<file path="src/rtl/bf_loader.sv">
// Upstream feeder for the byte-stream Brainfuck core: filters and validates a program, then buffers runtime input.
// Define BF_LOADER_BRACKET_CHECK_EN to enable the bracket nesting counter and its error checks.
module bf_loader #(
    parameter int FIFO_DEPTH = 4,
    parameter int NEST_W     = 8
) (
    input  logic       clk,
    input  logic       nrst,
    input  logic       src_valid,
    output logic       src_ack,
    input  logic [7:0] src_data,
    input  logic       src_last,
    input  logic       ready,
    output logic       in_valid,
    input  logic       in_ack,
    output logic [7:0] in_data,
    output logic       start,
    output logic       busy,
    output logic       err,
    output logic [7:0] prog_len
);
    localparam int PW = $clog2(FIFO_DEPTH);

    typedef enum logic [2:0] {S_LOAD, S_TERM, S_START, S_RUN, S_ERR} state_e;

    state_e        state_q, state_d;
    logic          hv_q, hv_d;
    logic [7:0]    hd_q, hd_d;
    logic          last_q, last_d;
    logic [7:0]    len_q, len_d;
    logic          armed_q, armed_d;
    logic          src_ack_q, src_ack_d;
    logic [PW-1:0] wr_q, wr_d, rd_q, rd_d;
    logic [PW:0]   cnt_q, cnt_d;
    logic [7:0]    mem_q [FIFO_DEPTH];

    logic fifoPush, fifoPop, fifoEmpty, bracketErr, nestOpen;

    function automatic logic isInstr(input logic [7:0] b);
        return b inside {8'h2B, 8'h2D, 8'h3C, 8'h3E, 8'h2E, 8'h2C, 8'h5B, 8'h5D};
    endfunction

`ifdef BF_LOADER_BRACKET_CHECK_EN
    logic [NEST_W-1:0] nest_q, nest_d;

    assign bracketErr = (src_data == 8'h5D && nest_q == '0) || (src_data == 8'h5B && (&nest_q));
    assign nestOpen   = (nest_q != '0);
`else
    assign bracketErr = 1'b0;
    assign nestOpen   = 1'b0;
`endif

    assign fifoEmpty = (cnt_q == '0);
    assign fifoPush  = (state_q == S_RUN) && src_valid && src_ack;
    assign fifoPop   = (state_q == S_RUN) && in_valid && in_ack;

    always_ff @(posedge clk or negedge nrst) begin
        if (!nrst) begin
            state_q   <= S_LOAD;
            hv_q      <= 1'b0;
            hd_q      <= 8'h00;
            last_q    <= 1'b0;
            len_q     <= 8'h00;
            armed_q   <= 1'b0;
            src_ack_q <= 1'b0;
            wr_q      <= '0;
            rd_q      <= '0;
            cnt_q     <= '0;
`ifdef BF_LOADER_BRACKET_CHECK_EN
            nest_q    <= '0;
`endif
        end else begin
            state_q   <= state_d;
            hv_q      <= hv_d;
            hd_q      <= hd_d;
            last_q    <= last_d;
            len_q     <= len_d;
            armed_q   <= armed_d;
            src_ack_q <= src_ack_d;
            wr_q      <= wr_d;
            rd_q      <= rd_d;
            cnt_q     <= cnt_d;
`ifdef BF_LOADER_BRACKET_CHECK_EN
            nest_q    <= nest_d;
`endif
        end
    end

    always_ff @(posedge clk) begin
        if (fifoPush) mem_q[wr_q] <= src_data;
    end

    always_comb begin
        state_d = state_q;
        hv_d    = hv_q;
        hd_d    = hd_q;
        last_d  = last_q;
        len_d   = len_q;
        armed_d = armed_q;
        wr_d    = wr_q;
        rd_d    = rd_q;
        cnt_d   = cnt_q;
`ifdef BF_LOADER_BRACKET_CHECK_EN
        nest_d  = nest_q;
`endif
        case (state_q)
            S_LOAD: begin
                if (in_valid && in_ack) hv_d = 1'b0;
                if (src_valid && src_ack) begin
                    if (src_last) last_d = 1'b1;
                    if (isInstr(src_data)) begin
                        // The terminator needs the last memory slot, so 255 is the longest program.
                        if (len_q == 8'hFF || bracketErr) begin
                            state_d = S_ERR;
                        end else begin
                            hv_d  = 1'b1;
                            hd_d  = src_data;
                            len_d = len_q + 8'd1;
`ifdef BF_LOADER_BRACKET_CHECK_EN
                            if (src_data == 8'h5B)      nest_d = nest_q + NEST_W'(1);
                            else if (src_data == 8'h5D) nest_d = nest_q - NEST_W'(1);
`endif
                        end
                    end
                end else if (!hv_q && last_q) begin
                    state_d = nestOpen ? S_ERR : S_TERM;
                end
            end
            S_TERM: begin
                if (in_valid && in_ack) state_d = S_START;
            end
            S_START: begin
                if (ready) begin
                    state_d = S_RUN;
                    armed_d = 1'b0;
                end
            end
            S_RUN: begin
                armed_d = 1'b1;
                if (fifoPush) wr_d = wr_q + PW'(1);
                if (fifoPop)  rd_d = rd_q + PW'(1);
                cnt_d = cnt_q + (PW+1)'(fifoPush) - (PW+1)'(fifoPop);
                // The core may still show ready in the cycle right after start, so ignore it once.
                if (armed_q && ready) begin
                    state_d = S_LOAD;
                    armed_d = 1'b0;
                    wr_d    = '0;
                    rd_d    = '0;
                    cnt_d   = '0;
                    len_d   = 8'h00;
                    hv_d    = 1'b0;
                    last_d  = 1'b0;
`ifdef BF_LOADER_BRACKET_CHECK_EN
                    nest_d  = '0;
`endif
                end
            end
            default: ;
        endcase
    end

    // src_ack is precomputed from next state so it never depends on ready or in_ack.
    always_comb begin
        src_ack_d = 1'b0;
        case (state_d)
            S_LOAD:  src_ack_d = !hv_d && !last_d;
            S_RUN:   src_ack_d = !cnt_d[PW];
            default: ;
        endcase
    end

    always_comb begin
        in_valid = 1'b0;
        in_data  = 8'h00;
        start    = 1'b0;
        case (state_q)
            S_LOAD: begin
                in_valid = hv_q && ready;
                in_data  = hd_q;
            end
            S_TERM:  in_valid = ready;
            S_START: start = ready;
            S_RUN: begin
                // Bytes offered while ready is high would be taken as program bytes.
                in_valid = !fifoEmpty && !ready;
                in_data  = fifoEmpty ? 8'h00 : mem_q[rd_q];
            end
            default: ;
        endcase
    end

    assign src_ack  = src_ack_q;
    assign busy     = (state_q != S_LOAD);
    assign err      = (state_q == S_ERR);
    assign prog_len = len_q;

endmodule
</file>
<file path="config.mk">
export PLATFORM = sky130hd
export DESIGN_NAME = bf_loader
export DESIGN_NICKNAME = d
export VERILOG_FILES = /design/src/rtl/bf_loader.sv
export SDC_FILE = /design/constraint.sdc
export NUM_CORES = 1
export LEC_CHECK = 0
export BUFFER_PORTS_ARGS = -buffer_cell sky130_fd_sc_hd__buf_2
export CORE_ASPECT_RATIO = 2
export CORE_MARGIN = 8
export CORE_UTILIZATION = 40
export DETAILED_ROUTE_END_ITERATION = 7
export PLACE_DENSITY = 0.6
export RECOVER_POWER = 50
export SYNTH_ARGS = -nofsm -noshare
export SYNTH_HDL_FRONTEND = slang
export SYNTH_SLANG_ARGS = --single-unit
</file>
<file path="constraint.sdc">
create_clock -name clk -period 2.7 [get_ports clk]
set_input_delay 0.81 -clock clk [delete_from_list [all_inputs] [get_ports clk]]
set_output_delay 0.81 -clock clk [all_outputs]
set_load 0.1 [all_outputs]
</file>
# Word level (Yosys, flattened, before mapping)
# Memory sizes are Yosys's and may differ from the RTL's.
# Index checks and enable logic that the tools add are counted.
# W data, S select, Z words.
totals:
  ram_bits: 32
  input_bits: 14
  word_cells: 107
  mem_count: 1
  ff_bits: 30
  out_inout_bits: 21
  rom_bits: 0
  latch_bits: 0
classes:
  n_lt_le_gt_ge: 0
  bitwise: 1
  eq_ne: 19
  reduce_logical: 31
  shift: 0
  n_div: 0
  n_mul: 0
  n_mux: 39
  addsub: 5
mem_list:
  columns: ["memory", "depth", "word_bits", "rd", "rd_ports_with_merged_regs", "write_ports", "line_no", "source"]
  rows:
  - ["mem_q", 4, 8, 1, 0, 1, "35", "logic [7:0] mem_q [FIFO_DEPTH];"]
ops:
  columns: ["operator", "n"]
  rows:
  - ["$eq A8 B6 Y1 const B", 6]
  - ["$mux W8", 5]
  - ["$pmux W8 S2", 2]
  - ["$mux W3", 9]
  - ["$eq A8 B7 Y1 const B", 2]
  - ["$mux W1", 13]
  - ["$pmux W3 S4", 1]
  - ["$logic_and A1 B1 Y1", 11]
  - ["$eq A3 B2 Y1 const B", 3]
  - ["$logic_not A3 Y1", 3]
  - ["$add A8 B1 Y8 const B", 1]
  - ["$eq A8 B8 Y1 const B", 1]
  - ["$mux W2", 4]
  - ["$ne A2 B2 Y1 const B", 4]
  - ["$pmux W1 S2", 4]
  - ["$reduce_bool A2 Y1", 4]
  - ["$reduce_bool A8 Y1", 1]
  - ["$logic_not A1 Y1", 6]
  - ["$reduce_and A2 Y1", 3]
  - ["$reduce_and A5 Y1", 1]
  - ["$add A2 B1 Y2 const B", 2]
  - ["$reduce_and A4 Y1", 1]
  - ["$add A3 B1 Y3", 1]
  - ["$eq A3 B1 Y1 const B", 1]
  - ["6 further kinds", 6]

# Depth between registers and ports, before layout
# Gate-level depths: netlist of the first run.
logic_depth:
  depth_word: 13
  depth_mapped: 16
  depth_no_buf: 15

# Worst setup path after synthesis of the first run
# Ideal clock, no wire load.
synth_path:
  path_kind: "register to output"
  start: "register state_q[2]"
  end: "output in_data[0]"
  slack_ps: -1512
  stages_incl_launch_ff: 6
  required_time_ps: 1890
  t_arrival_ps: 3402
  n_path_buf: 2
  path_cell_list: "dfrtp_1 -> nand3b_1 -> clkbuf_1 -> or2_2 -> clkbuf_1 -> o21ai_0"
synth_between:
  elab_chain_len: 2
  word_cells_on_any_way: 3
  classes_between: "eq/ne (1); mux (1); reduce/logical (1)"
synth_lines:
  columns: ["item", "line_no", "source"]
  rows:
  - ["from (decl)", "26", "state_e state_q, state_d;"]
  - ["from (signal assigned)", "73", "state_q <= state_d;"]
  - ["$eq A3 B2 Y1 / $logic_not A3 Y1 (equally long branches)", "176", "case (state_q)"]
  - ["$pmux W8 S2 *", "176", null]
  - ["to (decl)", "16", "output logic [7:0] in_data,"]
# Every way passes the cells marked *; elsewhere a longest branch is shown, timed or not.

# Worst setup path in the final report of the first run
layout_path:
  start: "input ready"
  end: "register src_ack_q, in the netlist src_ack"
layout_between:
  word_cells_on_any_way: 30
  classes_between: "add/sub (1); eq/ne (1); mux (16); reduce/logical (12)"
layout_lines:
  columns: ["item", "line_no", "source"]
  rows:
  - ["from (decl)", "13", "input logic ready,"]
  - ["$logic_not A1 Y1", "185", "in_valid = !fifoEmpty && !ready;"]
  - ["$logic_and A1 B1 Y1", "185", null]
  - ["$pmux W1 S3", "176", null]
  - ["$logic_and A1 B1 Y1 (2 in series)", "55", "assign fifoPop = (state_q == S_RUN) && in_valid && in_ack;"]
  - ["$sub A3 B1 Y3", "142", "cnt_d = cnt_q + (PW+1)'(fifoPush) - (PW+1)'(fifoPop);"]
  - ["$mux W3 *", "144", "if (armed_q && ready) begin"]
  - ["$mux W3 *", "106", "case (state_q)"]
  - ["via cnt_d[2]", "34", "logic [PW:0] cnt_q, cnt_d;"]
  - ["$logic_not A1 Y1 *", "167", "S_RUN: src_ack_d = !cnt_d[PW];"]
  - ["$pmux W1 S2 *", "165", "case (state_d)"]
  - ["via src_ack_d", "32", "logic src_ack_q, src_ack_d;"]
  - ["to (signal assigned)", "79", "src_ack_q <= src_ack_d;"]
  - ["to (decl)", "32", null]
# The timed path passes the listed nets; every way through them passes the cells marked *.
# A chain may end at the register's enable or synchronous reset.

==> flow_metrics.env, run 1 <==
export IMPL_syn_area_um2=2930
export IMPL_cts_buffers=9
export IMPL_reg2reg_to="src_ack"
export IMPL_synth_top_area_share_pct=32.8
export IMPL_slew_headroom_pct=-12.0
export IMPL_drc=0
export IMPL_seq_area_frac_synth_pct=58.4
export IMPL_core_region_area_um2=7160
export IMPL_setup_ws_ps=-351
export IMPL_cp_num_buf_inv=3
export IMPL_critPathSlowestCell="or3b_4"
export IMPL_multiInputGateArea_um2=1310
export IMPL_drv_cap=1
export IMPL_final_common_cell="edfxtp_1"
export IMPL_skew_ps=3.84
export IMPL_grt_total_usage_pct=14.4
export IMPL_gr_total_overflow=0
export IMPL_dieArea_um2=10500
export IMPL_clk_path_buf_depth=2
export IMPL_cp_cell_sequence="buf_6 > or3b_4 > o32ai_4 > nand2_2 > nor2_4 > ha_4 > inv_2 > ha_4 > inv_2 > fa_2 > xnor2_2 > a21o_1 > nand2_2 > o31ai_4 > nand3b_1 > a21oi_2"
export IMPL_seq_power_share_pct=27.7
export IMPL_grt_setup_unrepaired="yes"
export IMPL_synth_seq_cells=62
export IMPL_insertion_delay_ps=330
export IMPL_syn_to_final_growth_pct=42.1
export IMPL_swShare_pct=39.6
export IMPL_start_util_pct=40.9
export IMPL_vias=2159
export IMPL_cts_tree="done"
export IMPL_met3RoutedLength_um=433
export IMPL_power_density_nw_per_um2=1060
export IMPL_slowest_delay_ps=380
export IMPL_holdCritPathClass="reg2reg"
export IMPL_setup_viol=11
export IMPL_required_ps=2950
export IMPL_violations="capacitance limit, slew limit, setup timing"
export IMPL_die_h_um=137
export IMPL_power_net_switching_mw=1.75
export IMPL_syn_inst=230
export IMPL_clock_power_share_pct=25.5
export IMPL_whs_ps=479
export IMPL_drt_total_wl_mm=7.45
export IMPL_worstSetupPathType="in2reg"
export IMPL_period_share_pct=113
export IMPL_cp_top_family="simple AND/OR/NAND/NOR gates"
export IMPL_dr_max_layer_used="met4"
export IMPL_diodes=0
export IMPL_syn_nets=252
export IMPL_grt_pass1_wl_mm=11.6
export IMPL_cts_sinks=62
export IMPL_min_period_ps=3050
export IMPL_nNetsFinal=331
export IMPL_num_fill_cells=586
export IMPL_async_flop_share_pct=48.4
export IMPL_portBuffers=34
export IMPL_status="finished with violations"
export IMPL_finalHoldViolations=0
export IMPL_worstSetupStartpoint="ready"
export IMPL_grt_pass1_vias=2312
export IMPL_slew_viol_final=31
export IMPL_worstMarginPinSlew_ps=1680
export IMPL_fin_util_pct=58.2
export IMPL_grt_max_degree=31
export IMPL_crit_cells=16
export IMPL_regArea_um2=1710
export IMPL_r2r_slack_ps=-280
export IMPL_avgRoutedWirePerCell_um=18.4
export IMPL_synthFlopType="edfxtp_1"
export IMPL_synthMuxAreaShare_pct=8.97
export IMPL_combPwrFrac_pct=46.8
export IMPL_drt_iter0_drc=142
export IMPL_ant_nets=0
export IMPL_synth_edf_count=32
export IMPL_worstSetupStartpointType="input pin"
export IMPL_path_max_fanout=2
export IMPL_synth_xor_area_share_pct=2.69
export IMPL_synth_compound_area_share_pct=7.69
export IMPL_rr_worst_depth=15
export IMPL_drive_above_1_share_pct=40.1
export IMPL_cp_endpoint="src_ack"
export IMPL_core_rowCount=44
export IMPL_synth_top_family_by_area="simple AND/OR/NAND/NOR gates"
export IMPL_synth_largest_area_cell="edfxtp_1"
export IMPL_clockRootBuffer="clkbuf_16"
export IMPL_wl_met1_mm=2.89
export IMPL_wl_met2_mm=3.90
export IMPL_p_int_mw=2.67
export IMPL_final_cell_mix="edfxtp_1 (32), dfrtp_1 (30), buf_4 (29), nand2_1 (21)"
export IMPL_h_tree_depth=3
export IMPL_antenna_found_initial=0
export IMPL_r2r_start="state_q[2]"
export IMPL_max_vdd_ir_drop_uv=624
export IMPL_via_per_inst=5.32
export IMPL_synth_area_leaders="edfxtp_1 (33%), dfrtp_1 (26%), mux4_2 (6.1%)"
export IMPL_place_hpwl_mm=4.81
export IMPL_fmax_ghz=0.328
export IMPL_yosys_area_share_simple_pct=15.5
export IMPL_ys_warnings_count=0
export IMPL_arrival_ps=3300
export IMPL_end_kind="register"
export IMPL_clkTransAtPathRegs_ps=50
export IMPL_synthAdderAreaFrac_pct=3.67
export IMPL_fp_dieW_um=76.5
export IMPL_firstDrtPassIters=4
export IMPL_syn_avg_cell_area_um2=12.7
export IMPL_gp_congestion=0.815
export IMPL_synth_distinct_cells=42
export IMPL_io_pins=35
export IMPL_leakage_nw=1.76
## cell type report
type                       count  share of cell area, %
clock inverter                 6                   1.47
multi-input combinational    146                   31.5
sequential                    62                   41.1
inverter                      14                   1.26
clock buffer                  10                   5.74
tap                           92                   2.77
timing repair buffer          76                   16.1
## worst min path at each step
stage	cells after the start	end	slack, ps	startpoint
5_1_grt	1	hd_q[5]	520	hd_q[5]
4_1_cts	1	hd_q[3]	480	hd_q[3]
2_1_floorplan	1	hd_q[3]	430	hd_q[3]
6_report	1	hd_q[3]	480	hd_q[3]
3_5_place_dp	1	hd_q[3]	460	hd_q[3]
3_3_place_gp	1	hd_q[3]	450	hd_q[3]
## stage by stage
step	TNS [ps]	cells	power [mW]	area (um^2)	setup WS, ps
2_1_floorplan	-3300	230	2.50	3060	-984
3_5_place_dp	-1260	370	3.05	3600	-622
5_1_grt	-2130	406	4.62	4160	-424
4_1_cts	-785	402	4.28	4030	-271
3_3_place_gp	-941	370	3.03	3600	-528
6_report	-1690	406	4.42	4160	-351
## cell families (layout without fill, tap and decap cells)
family / Yosys count / in the layout
AND/OR/NAND/NOR: 83 / 83
flip-flops: 62 / 62
AO/OA/AOI/OAI: 31 / 31
buffers and inverters: 22 / 106
multiplexers: 15 / 15
XOR/XNOR: 9 / 9
adder cells (fa/ha/maj): 8 / 8
## state kept, by name (all words and copies together) (netlist names)
signal and flops:
wr_q 2, last_q 1, rd_q 2, src_ack 1, hv_q 1, hd_q 8, armed_q 1, mem_q 32
prog_len 8, cnt_q 3, state_q 3
## cells in the mapped netlist, drive strengths merged, types with 6 or more instances
library cell,number
mux2,7
nand3,6
o21ai,14
inv,14
and2,10
edfxtp,32
nand2,23
nor2,16
ha,7
xor2,7
dfrtp,30
mux4,8
nand4,6
## power groups by stage
stage	clock network, mW	registers (mW)	logic, mW
after detailed placement	0	1.23	1.82
after CTS	1.15	1.21	1.92
after floorplan	0	1.24	1.25
after global routing	1.19	1.24	2.19
final	1.13	1.23	2.07
after global placement	0	1.23	1.80
## metal layers
metal,up-vias,GRT usage (%)
met3,16,4.87
met2,66,24.0
met1,1085,15.5
li1,992,-
met4,0,8.73
met5,-,0
## repair_timing
item | CTS | global route
gates resized for setup | 2 | 26
pin swaps | 4 | 2
setup endpoints to repair | 10 | 13
hold buffers | 0 | 0
setup buffers | 16 | 4
No activity file was read; power rests on OpenSTA's default activity.
==> inputs of run 2 (changes only) <==
Settings changed: CTS_BUF_LIST set to sky130_fd_sc_hd__clkbuf_8.
==> run 2 against run 1 <==
  * The flow still finishes with violations (capacitance limit, slew limit, setup timing)
  * First-iteration DRC count decreased by 6.3%
  * Flip-flop and latch count unchanged
  * Combinational power decreased by 6%
  * Global-route usage decreased by 0.69 points
  * Register-to-register slack improved by 70 ps
  * Utilization decreased by 3.2 points
  * Clock-buffer cell count unchanged
  * Critical path type unchanged
  * Largest cell class unchanged
  * Largest power group unchanged
==> flow_metrics.env, run 2 (same netlist as run 1, synthesis figures left out) <==
export IMPL_period_share_pct=111
export IMPL_power_net_switching_mw=1.65
export IMPL_setup_viol=10
export IMPL_gp_congestion=0.815
export IMPL_core_rowCount=44
export IMPL_grt_pass1_vias=2226
export IMPL_slowest_delay_ps=380
export IMPL_drt_iter0_drc=133
export IMPL_portBuffers=34
export IMPL_grt_setup_unrepaired="yes"
export IMPL_combPwrFrac_pct=49.0
export IMPL_final_cell_mix="edfxtp_1 (32), dfrtp_1 (30), buf_4 (30), nand2_1 (22)"
export IMPL_clockRootBuffer="clkbuf_8"
export IMPL_insertion_delay_ps=340
export IMPL_required_ps=2960
export IMPL_gr_total_overflow=0
export IMPL_cp_cell_sequence="buf_6 > or3b_4 > o32ai_4 > nand2_2 > nor2_4 > ha_4 > inv_2 > ha_4 > inv_2 > fa_2 > xnor2_2 > a21o_1 > nand2_1 > o31ai_2 > nand3b_1 > a21oi_2"
export IMPL_cts_tree="done"
export IMPL_setup_ws_ps=-298
export IMPL_clock_power_share_pct=20.3
export IMPL_cp_num_buf_inv=3
export IMPL_status="finished with violations"
export IMPL_io_pins=35
export IMPL_cp_top_family="simple AND/OR/NAND/NOR gates"
export IMPL_drive_above_1_share_pct=37.8
export IMPL_max_vdd_ir_drop_uv=554
export IMPL_p_int_mw=2.30
export IMPL_grt_max_degree=31
export IMPL_postPlaceCellArea_um2=3600
export IMPL_seq_power_share_pct=30.8
export IMPL_slew_headroom_pct=-15.1
export IMPL_leakage_nw=1.64
export IMPL_worstSetupPathType="in2reg"
export IMPL_final_area_um2=3930
export IMPL_worstMarginPinSlew_ps=1730
export IMPL_cts_sinks=62
export IMPL_fmax_ghz=0.334
export IMPL_clk_path_buf_depth=2
export IMPL_ant_nets=0
export IMPL_die_h_um=137
export IMPL_vias=2062
export IMPL_place_ws_ps=-622
export IMPL_largest_reg_flops=32
export IMPL_critPathSlowestCell="or3b_4"
export IMPL_grt_total_usage_pct=13.7
export IMPL_avgRoutedWirePerCell_um=17.3
export IMPL_via_per_inst=5.21
export IMPL_final_common_cell="edfxtp_1"
export IMPL_skew_ps=5.01
export IMPL_worstSetupStartpointType="input pin"
export IMPL_place_hpwl_mm=4.81
export IMPL_drc=0
export IMPL_drt_total_wl_mm=6.83
export IMPL_slew_viol_final=31
export IMPL_swShare_pct=41.7
export IMPL_end_kind="register"
export IMPL_drv_cap=1
export IMPL_nNetsFinal=321
export IMPL_largest_register="mem_q"
export IMPL_cts_buffers=9
export IMPL_num_fill_cells=615
export IMPL_arrival_ps=3260
export IMPL_h_tree_depth=3
export IMPL_cts_hold_buf=0
export IMPL_holdCritPathClass="reg2reg"
export IMPL_power_density_nw_per_um2=1010
export IMPL_fp_dieW_um=76.5
export IMPL_firstDrtPassIters=4
export IMPL_antenna_found_initial=0
export IMPL_finalHoldViolations=0
export IMPL_core_region_area_um2=7160
export IMPL_start_util_pct=40.9
export IMPL_min_period_ps=3000
export IMPL_syn_to_final_growth_pct=34.2
export IMPL_clkTransAtPathRegs_ps=70
export IMPL_dieArea_um2=10500
export IMPL_diodes=0
export IMPL_path_max_fanout=2
export IMPL_grt_pass1_wl_mm=11.1
export IMPL_violations="capacitance limit, slew limit, setup timing"
run 2: changes by cell type in the layout (fill, tap and decap cells not counted), sizes merged:
| cell | delta |
|---|---|
| buf | -9 |
| clkbuf | -1 |
run 2: per-layer routing:
metal	up-vias	wire [um]	share of wire [%]	GRT usage [%]
met4	0	148	2.2	7.11
met1	1019	2700	39	15.8
li1	975	-	-	-
met2	58	3490	51	22.5
met5	-	0	0	0
met3	10	501	7.3	4.01
run 2: cell type report:
type,count,area (um^2),share of cell area [%]
Tap cell,92,115,2.93
Inverter,14,52.6,1.34
Sequential cell,62,1710,43.5
Clock buffer,10,138,3.50
Timing Repair Buffer,66,556,14.1
Multi-Input combinational cell,146,1300,33.0
Clock inverter,6,61.3,1.56
run 2: power groups by stage:
stage               clock network [mW]  registers [mW]  logic, mW
global route                     0.862            1.23       2.06
finish                           0.802            1.22       1.94
detailed placement                   0            1.23       1.82
CTS                              0.824            1.21       1.90
global placement                     0            1.23       1.80
floorplan                            0            1.24       1.25
run 2: worst paths after layout:
path                             from  endpoint  slack (ps)  depth (start not counted)
setup reg to reg           state_q[2]   src_ack        -210                         15
max in group asynchronous        nrst   wr_q[0]         780                          1
setup / recovery                ready   src_ack        -300                         16
hold reg to reg               hd_q[3]   hd_q[3]         480                          1
min in group asynchronous        nrst   hd_q[1]         910                          1
hold / removal                hd_q[3]   hd_q[3]         480                          1
run 2: repair_timing:
item,4_1_cts,5_1_grt
pin swaps,4,6
endpoints found under the setup margin,10,12
setup buffers,11,1
resized for setup,2,13
run 2: stage by stage:
step                TNS (ps)  util (%)  std cells  total power, mW  hold slack (ps)
floorplan              -3300         -        230             2.50              432
global placement        -941      50.3        370             3.03              447
detailed placement     -1260      50.3        370             3.05              464
CTS                     -923      54.4        397             3.93              486
global route           -1420      55.0        396             4.15              528
finish                  -651      55.0        396             3.95              483
